<file path="config.mk">
export PLATFORM = sky130hd
export DESIGN_NAME = gamepad_reader
export DESIGN_NICKNAME = d
export VERILOG_FILES = /design/src/rtl/gamepad_reader.sv
export SDC_FILE = /design/constraint.sdc
export NUM_CORES = 1
export LEC_CHECK = 0
export CAP_MARGIN = 25
export CORE_AREA = 4 4 92 94
export CTS_CLUSTER_DIAMETER = 120
export DETAILED_ROUTE_END_ITERATION = 12
export DIE_AREA = 0 0 96 98
export PLACE_DENSITY = 0.53
export SYNTH_ARGS = -nofsm -noshare
export SYNTH_HDL_FRONTEND = slang
export SYNTH_SLANG_ARGS = --single-unit
export TNS_END_PERCENT = 50
</file>
<file path="constraint.sdc">
create_clock -name clk -period 5.6 [get_ports clk]
set_input_delay 1.12 -clock clk [delete_from_list [all_inputs] [get_ports clk]]
set_output_delay 1.12 -clock clk [all_outputs]
set_load 0.02 [all_outputs]
</file>
<file path="src/rtl/gamepad_reader.sv">
// SNES-style pad poller: latch, shift NUM_BITS serial bits, publish 12 active-high buttons.
// Build option GAMEPAD_DEBOUNCE_EN: a button changes only after two consecutive agreeing frames.
module gamepad_reader #(
   parameter int unsigned CLK_DIV     = 150,
   parameter int unsigned NUM_BITS    = 16,
   parameter int unsigned POLL_CYCLES = 416667
) (
   input  logic clk,
   input  logic reset,
   input  logic pad_data,
   output logic pad_latch,
   output logic pad_clk,
   output logic B,
   output logic Y,
   output logic select,
   output logic start,
   output logic up,
   output logic down,
   output logic left,
   output logic right,
   output logic A,
   output logic X,
   output logic L,
   output logic R,
   output logic frame_valid
);
   localparam int unsigned NB = 12;
   localparam int unsigned DW = $clog2(2 * CLK_DIV);
   localparam int unsigned BW = $clog2(NUM_BITS);
   localparam int unsigned TW = (POLL_CYCLES > 1) ? $clog2(POLL_CYCLES) : 1;

   localparam logic [DW-1:0] HALF_LAST  = DW'(CLK_DIV - 1);
   localparam logic [DW-1:0] PER_LAST   = DW'(2 * CLK_DIV - 1);
   localparam logic [BW-1:0] BIT_LAST   = BW'(NUM_BITS - 1);
   localparam logic [BW-1:0] BIT_KEEP   = BW'(NB);
   localparam logic [TW-1:0] TIMER_LAST = TW'(POLL_CYCLES - 1);

   typedef enum logic [1:0] {IDLE, LATCH, SHIFT, DONE} state_t;

   state_t          state;
   logic [DW-1:0]   div_cnt;
   logic [BW-1:0]   bit_cnt;
   logic [TW-1:0]   timer;
   logic [NB-1:0]   shreg;
   logic [NB-1:0]   btn;
   logic [NB-1:0]   raw;
`ifdef GAMEPAD_DEBOUNCE_EN
   logic [NB-1:0]   hist;
   logic [NB-1:0]   same;
   assign same = ~(raw ^ hist);
`endif

   assign raw = ~shreg;
   assign {R, L, X, A, right, left, down, up, start, select, Y, B} = btn;

   always_ff @(posedge clk or negedge reset) begin
      if (!reset) begin
         state       <= IDLE;
         pad_latch   <= 1'b0;
         pad_clk     <= 1'b1;
         frame_valid <= 1'b0;
         div_cnt     <= '0;
         bit_cnt     <= '0;
         timer       <= TIMER_LAST;
         shreg       <= '0;
         btn         <= '0;
`ifdef GAMEPAD_DEBOUNCE_EN
         hist        <= '0;
`endif
      end else begin
         frame_valid <= 1'b0;
         // Timer saturates so a short poll period degrades to back-to-back frames.
         if (timer != TIMER_LAST) timer <= timer + TW'(1);
         unique case (state)
            IDLE, DONE: begin
               if (timer == TIMER_LAST) begin
                  state     <= LATCH;
                  pad_latch <= 1'b1;
                  div_cnt   <= '0;
                  timer     <= '0;
               end else begin
                  state <= IDLE;
               end
            end
            LATCH: begin
               if (div_cnt == PER_LAST) begin
                  state     <= SHIFT;
                  pad_latch <= 1'b0;
                  pad_clk   <= 1'b0;
                  div_cnt   <= '0;
                  bit_cnt   <= '0;
               end else begin
                  div_cnt <= div_cnt + DW'(1);
               end
            end
            SHIFT: begin
               // Sample on the last low cycle, just ahead of the rising pad_clk.
               if (div_cnt == HALF_LAST) begin
                  pad_clk <= 1'b1;
                  if (bit_cnt < BIT_KEEP) shreg <= {pad_data, shreg[NB-1:1]};
               end
               if (div_cnt == PER_LAST) begin
                  div_cnt <= '0;
                  if (bit_cnt == BIT_LAST) begin
                     state       <= DONE;
                     frame_valid <= 1'b1;
`ifdef GAMEPAD_DEBOUNCE_EN
                     btn  <= (raw & same) | (btn & ~same);
                     hist <= raw;
`else
                     btn  <= raw;
`endif
                  end else begin
                     bit_cnt <= bit_cnt + BW'(1);
                     pad_clk <= 1'b0;
                  end
               end else begin
                  div_cnt <= div_cnt + DW'(1);
               end
            end
            default: state <= IDLE;
         endcase
      end
   end
endmodule
</file>
==> results.toml, run 1 <==
[route]
wl_per_cell_um = 14.4
viasPerCell = 5.32
first_iter_violations = 51
finalWirelength_um = 5810
dr.pass1.iters = 5
via_count = 2149
ant_nets = 0
drcViolationCount = 0

[critical_path]
cp_slowest_cell = "clkdlybuf4s50_1"
critPathMaxFanout = 3
rr_worst_depth = 5
crit_type = "reg2out"
end_kind = "primary output"
worstPathRequired_ns = 4.48
cp.depth = 1
critPathArrivalTime_ns = 1.47
r2r_slack_ns = 3.20
path_delay_family = "buffers and inverters"
r2r-start = "timer[1]"
crit_buf_inv = 1
startpoint_type = "register"
path_cells = "clkdlybuf4s50_1"
r2r-end = "div_cnt[6]"
critPathMaxStageDelay_ns = 0.60

[die]
core_area_mm2 = 0.00765
dieArea_mm2 = 0.00941
die_h_um = 98
row_count = 32
chipWidth_um = 96
io_pins = 18
start_util_pct = 39.1

[sta]
hold_viol_final = 0
fmax_ghz = 0.386
drv_slew = 0
tightest_slew_ns = 0.925
setup_viol = 0
maxSlewHeadroom_pct = 37.8
rsz0062_at_grt = "false"
period_needed_ns = 2.59
finalCritPeriodShare_pct = 46.2
holdWs_ns = 0.459
tns_ns = 0
skew_ns = 0.00487

[power_and_ir_drop]
ir_worst_vdd_uv = 155
totalPowerFinal_w = 0.000871
combPwrFrac_pct = 1.2
sw_frac_of_total_pct = 20.7
internal_power_w = 0.000691
p_clk_share_pct = 48.1
powerDensity_mw_per_mm2 = 252
seqPwrFrac_pct = 50.7
leakagePower_nw = 1.47
p_sw_w = 0.000180

[worst_hold_path]
whs_path_depth = 1
hold-path-endpoint = "btn[0]"
hp-class = "reg2reg"
worstHoldStart = "shreg[0]"

[cts]
clock_sinks = 61
path_clk_slew_ns = 0.06
cts_max_level = 3
cts_buffers = 9
root_buffer = "clkbuf_8"
cts-resized-gates = 0
postCtsSetupBuffers = 0
clk_latency_ns = 0.33
clockBufferDepth = 2
cts_hold_buffers = 0
cts_tree = "done"

[final_layout]
final_cell_mix = "dfrtp_1 (49), nand2_1 (22), o21ai_0 (21)"
fin_util_pct = 45.2
layout_commonest_cell = "dfrtp_1"
drive_gt1_share_pct = 16.9
syn_to_final_growth_pct = 15.6
fill_cells = 745
nNetsFinal = 308
design_area_mm2 = 0.00345
antenna_cells = 0

[placement]
dpl-instance-area_mm2 = 0.00324
numPortBuffers = 17
dp_hpwl_um = 3900
gp_congestion = 0.811

[synthesis]
synth_xor_area_share_pct = 3.22
synth_edf_count = 0
syn_nets = 291
yosys.area_share.simple_pct = 18.8
dominantRegCellSynth = "dfrtp_1"
seq_area_frac_synth_pct = 51.6
ys.warnings.count = 0
synth_cell_type_count = 47
ys_ff_latch = 61
synth_compound_gate_area_share_pct = 12.2
synth-async-reset-ratio_pct = 100
synthMuxAreaShare_pct = 7.96
avgSynthCellArea_um2 = 10.7
postSynthCellCount = 280
yosys.area_share.adder_pct = 3.35
synth_top_family_by_area = "simple AND/OR/NAND/NOR gates"
syn_area_mm2 = 0.00299

[global_route]
grt-ovfl-total = 0
grt_max_degree = 62
grt_pass1_wl_um = 10200
grtUsageTotal_pct = 13.7
grt_pass1_vias = 2153
antenna_found_initial = 0

[run_status]
status = "finished, final reports clean"

[run]
max_cap_viol_count = 0
-- power by group through the flow --
| stage | registers (W) | logic (W) | clock network (W) |
|---|---|---|---|
| after global routing | 0.000441 | 0.0000121 | 0.000459 |
| after CTS | 0.000441 | 0.0000110 | 0.000438 |
| final | 0.000442 | 0.0000101 | 0.000419 |
| after detailed placement | 0.000450 | 0.0000109 | 0 |
| after global placement | 0.000450 | 0.0000110 | 0 |
| after floorplan | 0.000450 | 0.000000324 | 0 |
-- cell usage after synthesis, drive strengths merged (7+ instances only) --
master,number,share of area (%)
nand4,10,2.1
a21oi,7,1.2
nand2,22,2.8
dfrtp,49,41
inv,10,1.3
clkbuf,10,1.3
dfstp,12,11
mux2i,8,2.7
and3,8,1.7
o21ai,22,3.7
nor2,9,1.1
mux2,14,5.3
nand3,19,3.2
ha,8,3.4
-- registers in the layout (all words and copies together) (netlist names) --
register / flops
pad_clk: 1
state: 2
frame_valid: 1
pad_latch: 1
timer: 19
div_cnt: 9
shreg: 12
bit_cnt: 4
btn: 12
-- how the worst max path moves through the flow --
stage,from,endpoint,slack [ns]
after global routing,pad_clk,pad_clk,2.95
final,pad_clk,pad_clk,3.01
after detailed placement,timer[1],div_cnt[5],3.15
after floorplan,timer[1],div_cnt[7],3.52
after global placement,timer[1],div_cnt[8],3.24
after CTS,pad_clk,pad_clk,2.98
-- per-stage QoR --
stage,instances,worst slack [ns]
after floorplan,280,3.52
after global placement,388,3.24
after detailed placement,388,3.15
after CTS,404,2.98
after global routing,404,2.95
final,404,3.01
-- area by class of cell --
class | instances | area [um2] | area share [%]
sequential | 61 | 1540 | 44.6
multi-input combinational | 197 | 1360 | 39.4
timing repair buffer | 18 | 173 | 5.00
tap | 102 | 128 | 3.70
clock buffer | 9 | 124 | 3.59
clock inverter | 7 | 90.1 | 2.61
inverter | 10 | 37.5 | 1.09
-- layer usage --
layer,track usage (%),part of all wire (%),vias to the layer above
li1,-,-,1062
met1,18.6,48,1044
met2,20.2,46,37
met3,5.16,4.7,6
met4,4.16,1.0,0
met5,0,0,-
-- cell families after synthesis --
family | count (synthesis)
simple gates | 98
flops | 61
compound gates | 58
buf+inv | 22
mux | 22
xor+xnor | 11
fa+ha+maj | 8
No activity file was read; power rests on OpenSTA's default activity.
==> inputs of run 2 (changes only) <==
PLACE_DENSITY = 0.55   (was 0.53)
clock period = 2.2 ns   (was 5.6 ns; I/O delays follow)
==> results.toml, run 2 (synthesis results as in run 1) <==
[die]
io_pins = 18
core_area_mm2 = 0.00765
row_count = 32
dieArea_mm2 = 0.00941
chipWidth_um = 96
start_util_pct = 39.1
die_h_um = 98

[critical_path]
cp-endpoint = "pad_latch"
critPathMaxFanout = 6
startpoint_type = "register"
end_kind = "register"
rr_worst_depth = 5
crit_type = "reg2reg"
worstPathRequired_ns = 2.47
r2r-start = "timer[1]"
r2r-end = "pad_latch"
critPathArrivalTime_ns = 2.35
r2r_slack_ns = 0.12
startpoint = "timer[1]"

[route]
via_count = 2195
viasPerCell = 5.26
dr.pass1.iters = 4
wl_per_cell_um = 14.1
finalWirelength_um = 5860
drcViolationCount = 0
ant_nets = 0
first_iter_violations = 80

[final_layout]
syn_to_final_growth_pct = 19.3
design_area_mm2 = 0.00357
largest_reg_flops = 19
reg_top3 = "timer x19, btn x12, shreg x12"
final_cell_mix = "dfrtp_1 (49), nand2_1 (22), o21ai_0 (21)"
top_register = "timer"
fin_util_pct = 46.6
drive_gt1_share_pct = 21.0
layout_commonest_cell = "dfrtp_1"
nNetsFinal = 322
antenna_cells = 0

[global_route]
grt_pass1_wl_um = 10400
grtUsageMet1_pct = 18.4
antenna_found_initial = 0
busiest_layer = "met2"
grtUsageTotal_pct = 13.9
met3_usage_pct = 2.85
grt_pass1_vias = 2233
use_met2_pct = 21.3
grt_max_degree = 62
grt-ovfl-total = 0

[cts]
clock_sinks = 61
cts_tree = "done"
clockBufferDepth = 2
cts_max_level = 3
root_buffer = "clkbuf_8"
path_clk_slew_ns = 0.07
postCtsSetupBuffers = 0
cts_buffers = 9
clk_latency_ns = 0.33

[placement]
dpl-instance-area_mm2 = 0.00336
dp_hpwl_um = 4120
gp_congestion = 0.843
numPortBuffers = 17
dp_slack_ns = 0.0415

[sta]
maxSlewHeadroom_pct = 65.6
drv_slew = 0
finalCritPeriodShare_pct = 94.7
tightest_slew_ns = 0.508
rsz0062_at_grt = "false"
tns_ns = 0
finalWorstSetupSlack_ns = 0.118
period_needed_ns = 2.08
skew_ns = 0.00375
hold_viol_final = 0
fmax_ghz = 0.480
setup_viol = 0

[run]
max_cap_viol_count = 0

[run_status]
status = "finished, final reports clean"

[power_and_ir_drop]
powerDensity_mw_per_mm2 = 604
totalPowerFinal_w = 0.00216
ir_worst_vdd_uv = 347
leakagePower_nw = 1.55

[worst_hold_path]
hp-class = "in2async"
run 2: worst min-delay path by stage:
| stage | from | to | slack [ns] | cells after the start |
|---|---|---|---|---|
| floorplan | reset | bit_cnt[0] | 0.14 | 0 |
| global placement | shreg[0] | btn[0] | 0.44 | 1 |
| detailed placement | shreg[0] | btn[0] | 0.46 | 1 |
| CTS | reset | div_cnt[2] | 0.11 | 2 |
| global route | reset | bit_cnt[2] | 0.13 | 2 |
| finish | reset | div_cnt[4] | 0.1 | 2 |
run 2: power breakdown:
group	switching, W	internal [W]
Clock	0.000428	0.000574
Combinational	0.0000216	0.00000661
Sequential	0.000000579	0.00112
Total	0.000451	0.00170
run 2: final cells by class:
cell class | instances | area [um2]
multi-input combinational | 197 | 1370
inverter | 10 | 37.5
clock inverter | 4 | 47.5
sequential | 61 | 1540
clock buffer | 11 | 151
fill | 717 | 4080
timing repair buffer | 32 | 290
tap | 102 | 128
run 2: layer usage:
layer / vias to the layer above / wire [um]
met3: 13 / 128
met1: 1067 / 2860
li1: 1091 / -
met5: - / 0
met4: 0 / 148
met2: 24 / 2720
run 2: per-stage QoR:
| stage | cells | hold slack (ns) |
|---|---|---|
| 6_report | 417 | 0.0964 |
| 5_1_grt | 417 | 0.127 |
| 2_1_floorplan | 280 | 0.144 |
| 3_3_place_gp | 402 | 0.444 |
| 3_5_place_dp | 402 | 0.456 |
| 4_1_cts | 417 | 0.113 |
run 2: critical path: stages (launching register included):
cell and delay (ns):
dfstp_2 0.55, ha_1 0.15, or2b_2 0.28, or4_4 0.46, or4_1 0.48, nand3_1 0.09
run 2: repair_timing:
item,CTS,global route
setup endpoints to repair,0,5
hold buffers,0,0
resized for setup,0,3
